<file path="config.mk">
export PLATFORM = sky130hd
export DESIGN_NAME = alu_exec_unit_flat
export DESIGN_NICKNAME = d
export VERILOG_FILES = /design/src/rtl/alu_pkg.sv /design/src/rtl/alu_exec_unit_if.sv /design/src/rtl/addsub_8bit.sv /design/src/rtl/alu_exec_unit.sv /design/src/flat_wrapper.sv
export SDC_FILE = /design/constraint.sdc
export NUM_CORES = 1
export LEC_CHECK = 0
export ABC_AREA = 1
export BUFFER_PORTS_ARGS = -buffer_cell sky130_fd_sc_hd__buf_4
export CAP_MARGIN = 20
export CORE_MARGIN = 2
export CORE_UTILIZATION = 48
export DETAILED_ROUTE_END_ITERATION = 8
export PLACE_DENSITY = 0.76
export REMOVE_ABC_BUFFERS = 1
export SLEW_MARGIN = 20
export SYNTH_ARGS = -nofsm -noshare
export SYNTH_HDL_FRONTEND = slang
export SYNTH_HIERARCHICAL = 1
export SYNTH_SLANG_ARGS = --single-unit
export TNS_END_PERCENT = 1
</file>
<file path="constraint.sdc">
create_clock -name clk -period 1.85 [get_ports clk]
set_input_delay 0.0925 -clock clk [delete_from_list [all_inputs] [get_ports clk]]
set_output_delay 0.0925 -clock clk [all_outputs]
set_load 0.005 [all_outputs]
</file>
<file path="src/rtl/alu_pkg.sv">
// Shared types and helpers for the ALU execution unit: width, FSM states,
// status flag bundle and the raw-result flag derivation.
package alu_pkg;

    localparam int ALU_W = 8;

    typedef enum logic [1:0] {
        IDLE = 2'd0,
        EXEC = 2'd1,
        DONE = 2'd2
    } alu_state_t;

    typedef struct packed {
        logic c;
        logic z;
        logic n;
        logic v;
    } alu_flags_t;

    // Flags of the raw adder result; callers re-derive z/n when the result is saturated.
    function automatic alu_flags_t calc_flags(
        input logic [ALU_W-1:0] a,
        input logic [ALU_W-1:0] b,
        input logic [ALU_W-1:0] y,
        input logic             cout,
        input logic             sel
    );
        alu_flags_t f;
        f.c = cout;
        f.z = (y == '0);
        f.n = y[ALU_W-1];
        if (sel) begin
            f.v = (a[ALU_W-1] != b[ALU_W-1]) && (y[ALU_W-1] != a[ALU_W-1]);
        end else begin
            f.v = (a[ALU_W-1] == b[ALU_W-1]) && (y[ALU_W-1] != a[ALU_W-1]);
        end
        return f;
    endfunction

endpackage

</file>
<file path="src/rtl/alu_exec_unit_if.sv">
// Request/result bus of the ALU execution unit. Handshake: a transfer happens on a
// rising clk edge where valid and ready are both 1; valid-side payload is held until then.
interface alu_exec_unit_if;
    import alu_pkg::*;

    logic             in_valid;
    logic             in_ready;
    logic [ALU_W-1:0] in_a;
    logic [ALU_W-1:0] in_b;
    logic             in_sel;
    logic             in_acc;
    logic             acc_clr;
    logic             out_valid;
    logic             out_ready;
    logic [ALU_W-1:0] out_y;
    logic             out_c;
    logic             out_z;
    logic             out_n;
    logic             out_v;
    logic [ALU_W-1:0] acc_q;
    alu_state_t       dbg_state;

    modport master (
        output in_valid, in_a, in_b, in_sel, in_acc, acc_clr, out_ready,
        input  in_ready, out_valid, out_y, out_c, out_z, out_n, out_v, acc_q, dbg_state
    );

    modport slave (
        input  in_valid, in_a, in_b, in_sel, in_acc, acc_clr, out_ready,
        output in_ready, out_valid, out_y, out_c, out_z, out_n, out_v, acc_q, dbg_state
    );

endinterface

</file>
<file path="src/rtl/addsub_8bit.sv">
// Combinational 8-bit adder/subtractor: sel=0 gives A+B, sel=1 gives A+~B+1.
module addsub_8bit (
    input  logic [7:0] A,
    input  logic [7:0] B,
    input  logic       sel,
    output logic [7:0] Y,
    output logic       Cout
);

    logic [7:0] b_eff;

    assign b_eff     = sel ? ~B : B;
    assign {Cout, Y} = {1'b0, A} + {1'b0, b_eff} + {8'd0, sel};

endmodule

</file>
<file path="src/rtl/alu_exec_unit.sv">
// Sequential add/sub execution unit: accepts a request in IDLE, evaluates it in EXEC,
// holds result and flags in DONE until consumed, and keeps a running accumulator.
module alu_exec_unit
    import alu_pkg::*;
#(
    parameter logic [ALU_W-1:0] ACC_INIT = 8'h00,
    parameter bit               SAT_EN   = 1'b0
) (
    input logic            clk,
    input logic            rst_n,
    alu_exec_unit_if.slave bus
);

    alu_state_t       state_q;
    logic [ALU_W-1:0] op_a_q;
    logic [ALU_W-1:0] op_b_q;
    logic             op_sel_q;
    logic [ALU_W-1:0] acc_q;
    logic [ALU_W-1:0] y_q;
    alu_flags_t       flags_q;

    logic [ALU_W-1:0] op_a_d;
    logic [ALU_W-1:0] raw_y;
    logic             raw_c;
    logic [ALU_W-1:0] y_d;
    alu_flags_t       flags_d;

    addsub_8bit u_addsub (
        .A    (op_a_q),
        .B    (op_b_q),
        .sel  (op_sel_q),
        .Y    (raw_y),
        .Cout (raw_c)
    );

    // A clear in the accept cycle bypasses the stale accumulator.
    always_comb begin
        op_a_d = bus.in_a;
        if (bus.in_acc) begin
            op_a_d = bus.acc_clr ? ACC_INIT : acc_q;
        end
    end

    always_comb begin
        y_d = raw_y;
        if (SAT_EN) begin
            if (!op_sel_q && raw_c) begin
                y_d = '1;
            end else if (op_sel_q && !raw_c) begin
                y_d = '0;
            end
        end
        flags_d   = calc_flags(op_a_q, op_b_q, raw_y, raw_c, op_sel_q);
        flags_d.z = (y_d == '0);
        flags_d.n = y_d[ALU_W-1];
    end

    always_ff @(posedge clk) begin
        if (!rst_n) begin
            state_q  <= IDLE;
            op_a_q   <= '0;
            op_b_q   <= '0;
            op_sel_q <= 1'b0;
            acc_q    <= ACC_INIT;
            y_q      <= '0;
            flags_q  <= '0;
        end else begin
            case (state_q)
                IDLE: begin
                    if (bus.in_valid) begin
                        op_a_q   <= op_a_d;
                        op_b_q   <= bus.in_b;
                        op_sel_q <= bus.in_sel;
                        state_q  <= EXEC;
                    end
                end
                EXEC: begin
                    y_q     <= y_d;
                    flags_q <= flags_d;
                    acc_q   <= y_d;
                    state_q <= DONE;
                end
                DONE: begin
                    if (bus.out_ready) begin
                        state_q <= IDLE;
                    end
                end
                default: state_q <= IDLE;
            endcase
            // Placed last so a clear wins over the EXEC accumulator write.
            if (bus.acc_clr) begin
                acc_q <= ACC_INIT;
            end
        end
    end

    assign bus.in_ready  = (state_q == IDLE);
    assign bus.out_valid = (state_q == DONE);
    assign bus.out_y     = y_q;
    assign bus.out_c     = flags_q.c;
    assign bus.out_z     = flags_q.z;
    assign bus.out_n     = flags_q.n;
    assign bus.out_v     = flags_q.v;
    assign bus.acc_q     = acc_q;
    assign bus.dbg_state = state_q;

endmodule

</file>
<file path="src/flat_wrapper.sv">
// flat-port wrapper written by rule: the top's interface ports become plain ports
module alu_exec_unit_flat import alu_pkg::*;
#(
    parameter logic [ALU_W-1:0] ACC_INIT = 8'h00,
    parameter bit               SAT_EN   = 1'b0
)
  (clk, rst_n, bus_in_valid, bus_in_a, bus_in_b, bus_in_sel, bus_in_acc, bus_acc_clr, bus_out_ready, bus_in_ready, bus_out_valid, bus_out_y, bus_out_c, bus_out_z, bus_out_n, bus_out_v, bus_acc_q, bus_dbg_state);
  alu_exec_unit_if bus_i ();
  input logic clk;
  input logic rst_n;
  input wire logic [$bits(bus_i.in_valid)-1:0] bus_in_valid;
  input wire logic [$bits(bus_i.in_a)-1:0] bus_in_a;
  input wire logic [$bits(bus_i.in_b)-1:0] bus_in_b;
  input wire logic [$bits(bus_i.in_sel)-1:0] bus_in_sel;
  input wire logic [$bits(bus_i.in_acc)-1:0] bus_in_acc;
  input wire logic [$bits(bus_i.acc_clr)-1:0] bus_acc_clr;
  input wire logic [$bits(bus_i.out_ready)-1:0] bus_out_ready;
  output wire logic [$bits(bus_i.in_ready)-1:0] bus_in_ready;
  output wire logic [$bits(bus_i.out_valid)-1:0] bus_out_valid;
  output wire logic [$bits(bus_i.out_y)-1:0] bus_out_y;
  output wire logic [$bits(bus_i.out_c)-1:0] bus_out_c;
  output wire logic [$bits(bus_i.out_z)-1:0] bus_out_z;
  output wire logic [$bits(bus_i.out_n)-1:0] bus_out_n;
  output wire logic [$bits(bus_i.out_v)-1:0] bus_out_v;
  output wire logic [$bits(bus_i.acc_q)-1:0] bus_acc_q;
  output wire logic [$bits(bus_i.dbg_state)-1:0] bus_dbg_state;
  assign bus_i.in_valid = bus_in_valid;
  assign bus_i.in_a = bus_in_a;
  assign bus_i.in_b = bus_in_b;
  assign bus_i.in_sel = bus_in_sel;
  assign bus_i.in_acc = bus_in_acc;
  assign bus_i.acc_clr = bus_acc_clr;
  assign bus_i.out_ready = bus_out_ready;
  assign bus_in_ready = bus_i.in_ready;
  assign bus_out_valid = bus_i.out_valid;
  assign bus_out_y = bus_i.out_y;
  assign bus_out_c = bus_i.out_c;
  assign bus_out_z = bus_i.out_z;
  assign bus_out_n = bus_i.out_n;
  assign bus_out_v = bus_i.out_v;
  assign bus_acc_q = bus_i.acc_q;
  assign bus_dbg_state = bus_i.dbg_state;
  alu_exec_unit #(.ACC_INIT(ACC_INIT), .SAT_EN(SAT_EN)) u_core (.clk(clk), .rst_n(rst_n), .bus(bus_i));
endmodule
</file>
==> results of run 1 <==
==> flip-flops by register name, summed over array words and instances (netlist names) <==
register / flops
u_core/bus.acc_q: 8
u_core/bus.dbg_state: 2
u_core/bus.out_c: 1
u_core/bus.out_v: 1
u_core/bus.out_y: 8
u_core/bus.out_z: 1
u_core/op_a_q: 8
u_core/op_b_q: 8
u_core/op_sel_q: 1
==> synth_stat cells (all sizes together) <==
cell / instances / area [µm²]
a21o: 1 / 7.51
a21oi: 40 / 223
buf: 10 / 76.3
clkbuf: 2 / 7.51
dfxtp: 38 / 761
fa: 1 / 20.0
ha: 7 / 87.6
inv: 25 / 93.8
nand2: 62 / 258
nand3: 12 / 60.1
nand4: 1 / 6.26
nor2: 30 / 115
o21ai: 20 / 115
xnor2: 2 / 17.5
xor2: 9 / 78.8
==> layer usage <==
layer / share of wire, % / routed length [µm] / track usage (%)
met1: 44 / 2100 / 27.7
met3: 6.5 / 308 / 4.33
met5: 0 / 0 / 0
met4: 2.0 / 93 / 10.5
met2: 47 / 2240 / 35.4
==> worst max-delay path, stage by stage (launching register included) <==
cell and delay [ps]:
dfxtp_2 320, buf_4 160, xnor2_4 150, buf_4 140, fa_2 370, o21ai_2 190
nand2_2 90, nand2_2 80, nand2_1 70, nand2_1 110, nand2_1 80, a21oi_1 160
==> final timing paths <==
check,from,end,cells past startpoint
setup / recovery,u_core/op_sel_q,u_core/bus.out_y[6],11
hold / removal,bus_in_b[3],u_core/op_b_q[3],3
setup reg to reg,u_core/op_sel_q,u_core/bus.out_y[6],11
hold reg to reg,u_core/bus.out_y[1],u_core/bus.out_y[1],2
==> cells by family after synthesis <==
kind of cell | Yosys count
simple gates | 105
compound gates | 61
flops | 38
buf+inv | 37
xor+xnor | 11
fa+ha+maj | 8
==> power by group through the flow <==
| stage | clock network (µW) | registers (µW) | logic (µW) |
|---|---|---|---|
| finish | 546 | 924 | 674 |
| CTS | 558 | 923 | 612 |
| floorplan | 0 | 939 | 340 |
| global placement | 0 | 937 | 571 |
| global route | 580 | 931 | 745 |
| detailed placement | 0 | 938 | 582 |
==> layout make-up <==
cell class,instances,share of cell area [%]
clock buffers,5,2.71
clock inverters,2,0.395
inverters,25,3.70
multi-input cells,185,42.2
flip-flops and latches,38,30.0
well taps,50,2.47
repair buffers,62,18.5
==> what timing repair did <==
action | 4_1_cts | 5_1_grt
setup endpoints to repair | 8 | 13
buffers inserted | 1 | 1
resized for setup | 9 | 11
pin swaps | 9 | 12
hold buffers | 0 | 0
==> stage by stage <==
stage / std cells / total power (µW) / area (µm²) / TNS, ps
after floorplan: 248 / 1280 / 1840 / -301
after CTS: 366 / 2090 / 2480 / -181
after detailed placement: 358 / 1520 / 2360 / -436
after global routing: 367 / 2260 / 2540 / -1650
final: 367 / 2140 / 2540 / -703
after global placement: 358 / 1510 / 2360 / -130
==> summary.txt, run 1 <==
P_leak -> 0.00121 µW
GRT Residual Overflow -> 0
Post-synthesis compound-gate area fraction -> 17.9%
Setup slack at placement -> -160 ps
Mean area per synthesized cell -> 7.41 µm²
Final worst slack -> -132 ps
Critical Path Sink Type -> flip-flop
Total Routed Length -> 4740 µm
Clock share of power -> 25.5%
F_max -> 0.505 GHz
Reg clk slew, reported paths -> 70 ps
Synth Register Bits -> 38
Antenna viol nets, final -> 0
Post-Syn Area -> 1930 µm²
Port bufs -> 46
Least-Margin Pin Slew -> 333 ps
Area occupied by multi-input gates -> 1070 µm²
Startpoint Class -> flip-flop
Fill count -> 352
Clk root buf -> clkbuf_8
Total GRT Usage -> 21.8%
Final min period -> 1980 ps
Maximum VDD drop -> 0.553 mV
Die width -> 67.4 µm
Period utilisation layout -> 107%
Clock buffer depth -> 2
Number of diodes -> 0
Worst slew margin -> 77.8%
Most common cell after layout, fill and taps aside -> buf_4
Max cap viols -> 0
Sequential area share after synthesis -> 39.5%
Clock sink total -> 38
Synth cell types -> 24
Max-slew violations -> 0
Layout Skew -> 10.6 ps
Most frequent cells in the layout -> buf_4, nand2_1, dfxtp_1
Fin Hold WS -> 34.9 ps
Worst hold path type -> input port to flip-flop
Initial antenna violation count -> 0
Sequential share of power -> 43.1%
Post-Synth Simple-Gate Area -> 22.8%
DR pass1 iterations -> 4
Worst skew pair latency -> 300 ps
Vias in the first global route -> 1,686
Status -> finished with violations
DR WL/cell -> 12.9 µm
Largest family of logic cells by synthesized area -> simple AND/OR/NAND/NOR gates
Pin count of the biggest net entering global routing -> 22
Power per cell area -> 845 nW/µm²
CTS tree -> yes
Global-route wire length before repair -> 7490 µm
Via Count -> 1,873
Synth warnings -> 6
Post-Synth XOR/XNOR Area -> 5.00%
Failing checks -> negative setup slack
Residual DRC -> 0
RePlAce Congestion -> 0.830
Gate power share -> 31.4%
Starting DRT DRC Count -> 131
Die ar. -> 4540 µm²
Cells after Synth -> 260
R2r setup slk -> -130 ps
Height of the die -> 67.4 µm
Final setup vio count -> 8
Area Overhead vs Synth -> 31.6%
CTS H-Tree Depth -> 2
Via density per instance -> 5.10
Core Util, Final -> 64.3%
Crit path DAT -> 2200 ps
Peak fanout along the critical path -> 3
Layout cells sized above 1 -> 34.1%
Psw -> 698 µW
Initial Util -> 48.9%
Total CTS buffers -> 5
DP Wirelength -> 3330 µm
Sw Ratio -> 32.5%
Internal Power -> 1450 µW
RSZ-0062 raised after global routing -> true
Synth Area in Adders -> 5.58%
Final hold vios -> 0
Mux cell area share after synthesis -> 0%
# rows -> 23
I/O pin count -> 47
NumNets Final -> 348
Critical path class -> flip-flop to flip-flop
CORE AREA -> 3940 µm²
Reg area -> 762 µm²
Req. time, crit path -> 2070 ps
No activity file was read; power rests on OpenSTA's default activity.
==> inputs of run 2 (changes only) <==
--- a/config.mk
+++ b/config.mk
@@ -11,8 +11,9 @@
 export CORE_MARGIN = 2
 export CORE_UTILIZATION = 48
 export DETAILED_ROUTE_END_ITERATION = 8
-export PLACE_DENSITY = 0.76
+export PLACE_DENSITY_LB_ADDON = 0.2
 export REMOVE_ABC_BUFFERS = 1
+export SETUP_SLACK_MARGIN = 0.3
 export SLEW_MARGIN = 20
 export SYNTH_ARGS = -nofsm -noshare
 export SYNTH_HDL_FRONTEND = slang
==> run 2 against run 1 <==
- the flow still finishes with violations (negative setup slack)
- critical path type unchanged
- total power shrank 1.9%
- core utilization shrank 0.63 points
- critical endpoint is now u_core/bus.out_v
- clock skew is 8.5 ps lower
- maximum frequency about the same
==> summary.txt, run 2 (synthesized netlist as in run 1, its figures left out) <==
Critical Path Sink Type -> flip-flop (unchanged)
CTS tree -> yes (unchanged)
Height of the die -> 67.4 µm (unchanged)
Least-Margin Pin Slew -> 347 ps (was 333 ps)
Critical Path Sink -> u_core/bus.out_v (was u_core/bus.out_y[6])
Worst skew pair latency -> 290 ps (was 300 ps)
DR pass1 iterations -> 4 (unchanged)
Final worst slack -> -131 ps (was -132 ps)
Startpoint Class -> flip-flop (unchanged)
Fin Hold WS -> 28.9 ps (was 34.9 ps)
Global-route wire length before repair -> 7360 µm (was 7490 µm)
I/O pin count -> 47 (unchanged)
Clk root buf -> clkbuf_8 (unchanged)
Area occupied by multi-input gates -> 1040 µm² (was 1070 µm²)
Req. time, crit path -> 2090 ps (was 2070 ps)
Placed cell areas -> 2360 µm² (unchanged)
Residual DRC -> 0 (unchanged)
GRT Residual Overflow -> 0 (unchanged)
CORE AREA -> 3940 µm² (unchanged)
Fill count -> 367 (was 352)
Most frequent cells in the layout -> buf_4, nand2_1, dfxtp_1 (unchanged)
Most common cell after layout, fill and taps aside -> buf_4 (unchanged)
Die width -> 67.4 µm (unchanged)
Worst slew margin -> 76.8% (was 77.8%)
FF-to-FF Start -> u_core/op_sel_q (unchanged)
R2r setup slk -> -130 ps (about the same)
Period utilisation layout -> 107% (about the same)
Final setup vio count -> 9 (was 8)
FF-to-FF path depth -> 18 (was 11)
Final hold vios -> 0 (unchanged)
Total Routed Length -> 4620 µm (was 4740 µm)
Via density per instance -> 4.96 (was 5.10)
Layout Skew -> 2.14 ps (was 10.6 ps)
Crit path DAT -> 2220 ps (was 2200 ps)
Hold_buf cts -> 0 (unchanged)
F_max -> 0.505 GHz (about the same)
Failing checks -> negative setup slack (unchanged)
# rows -> 23 (unchanged)
Max-slew violations -> 0 (unchanged)
Layout cells sized above 1 -> 33.0% (was 34.1%)
Clock sink total -> 38 (unchanged)
Critical path class -> flip-flop to flip-flop (unchanged)
Maximum VDD drop -> 0.427 mV (was 0.553 mV)
CP startpoint -> u_core/op_sel_q (unchanged)
Reg clk slew, reported paths -> 70 ps (about the same)
Reg2reg end -> u_core/bus.out_v (was u_core/bus.out_y[6])
Number of diodes -> 0 (unchanged)
Final min period -> 1980 ps (about the same)
Vias in the first global route -> 1,667 (was 1,686)
Area Overhead vs Synth -> 30.3% (was 31.6%)
Status -> finished with violations (unchanged)
Total CTS buffers -> 5 (unchanged)
Port bufs -> 46 (unchanged)
Pin count of the biggest net entering global routing -> 22 (unchanged)
RePlAce Congestion -> 0.846 (was 0.830)
Overall power -> 2100 µW (was 2140 µW)
Initial antenna violation count -> 0 (unchanged)
NumNets Final -> 349 (was 348)
DR WL/cell -> 12.6 µm (was 12.9 µm)
Max cap viols -> 0 (unchanged)
DP Wirelength -> 3370 µm (was 3330 µm)
Reg area -> 763 µm² (was 762 µm²)
Setup slack at placement -> -151 ps (was -160 ps)
Peak fanout along the critical path -> 5 (was 3)
CTS H-Tree Depth -> 2 (unchanged)
Via Count -> 1,824 (was 1,873)
Worst hold path type -> input port to flip-flop (unchanged)
Die ar. -> 4540 µm² (unchanged)
RSZ-0062 raised after global routing -> true (unchanged)
Starting DRT DRC Count -> 71 (was 131)
Design Area, Final -> 2510 µm² (was 2540 µm²)
Initial Util -> 48.9% (unchanged)
Antenna viol nets, final -> 0 (unchanged)
Total GRT Usage -> 21.9% (was 21.8%)
Power per cell area -> 838 nW/µm² (was 845 nW/µm²)
Clock buffer depth -> 2 (unchanged)
P_leak -> 0.00121 µW (about the same)
## run 2: changes by cell type in the layout (fill, tap and decap cells not counted), sizes merged
cell,previous run,this run
buf,62,63
## run 2: metal layers
metal | vias to the layer above | track usage (%) | part of all wire [%]
li1 | 950 | - | -
met1 | 814 | 27.6 | 45
met2 | 52 | 35.9 | 48
met3 | 8 | 5.33 | 5.5
met4 | 0 | 9.18 | 1.8
met5 | - | 0 | 0
## run 2: layout make-up
type | instances | area share [%]
Clock buffer | 5 | 2.74
Clock inverter | 2 | 0.399
Inverter | 25 | 3.74
Multi-Input combinational cell | 185 | 41.3
Sequential cell | 38 | 30.4
Tap cell | 50 | 2.49
Timing Repair Buffer | 63 | 19.0
## run 2: worst min-delay path by stage
stage,startpoint,endpoint,slack [ps],cells past startpoint
after floorplan,rst_n,u_core/op_a_q[4],210,2
after global placement,bus_in_b[0],u_core/op_b_q[0],330,3
after detailed placement,bus_in_b[2],u_core/op_b_q[2],340,3
after CTS,bus_in_b[2],u_core/op_b_q[2],20,3
after global routing,bus_in_b[6],u_core/op_b_q[6],40,3
final,bus_in_b[3],u_core/op_b_q[3],30,3
## run 2: critical path, cell delays in order (launching register included)
cell	delay, ps
dfxtp_2	340
buf_6	130
xor2_1	150
ha_1	310
nand2_1	70
nand2_1	60
inv_2	60
nor2_1	40
nor2_1	130
nand2_1	70
nand2_1	80
nand2_2	70
inv_1	50
nand2_1	40
nor2_1	100
nand2_1	60
nand2_1	70
nor2_2	30
nor2_1	70
## run 2: where the power goes
group	leakage (µW)	switching (µW)	internal, µW
registers	0.000312	45.0	878
logic	0.000853	337	302
clock network	0.0000438	288	253
## run 2: timing repair
action,in CTS,in global routing
resized for setup,7,8
hold endpoints to repair,0,0
pin swaps,9,1
setup endpoints to repair,17,17
buffers inserted,3,0
## run 2: per-stage QoR
step           util, %  TNS [ps]  cells
2_1_floorplan        -      -301    248
3_3_place_gp      59.8      -121    358
3_5_place_dp      59.8      -470    358
4_1_cts           63.2      -258    368
5_1_grt           63.7     -1650    368
6_report          63.7      -432    368
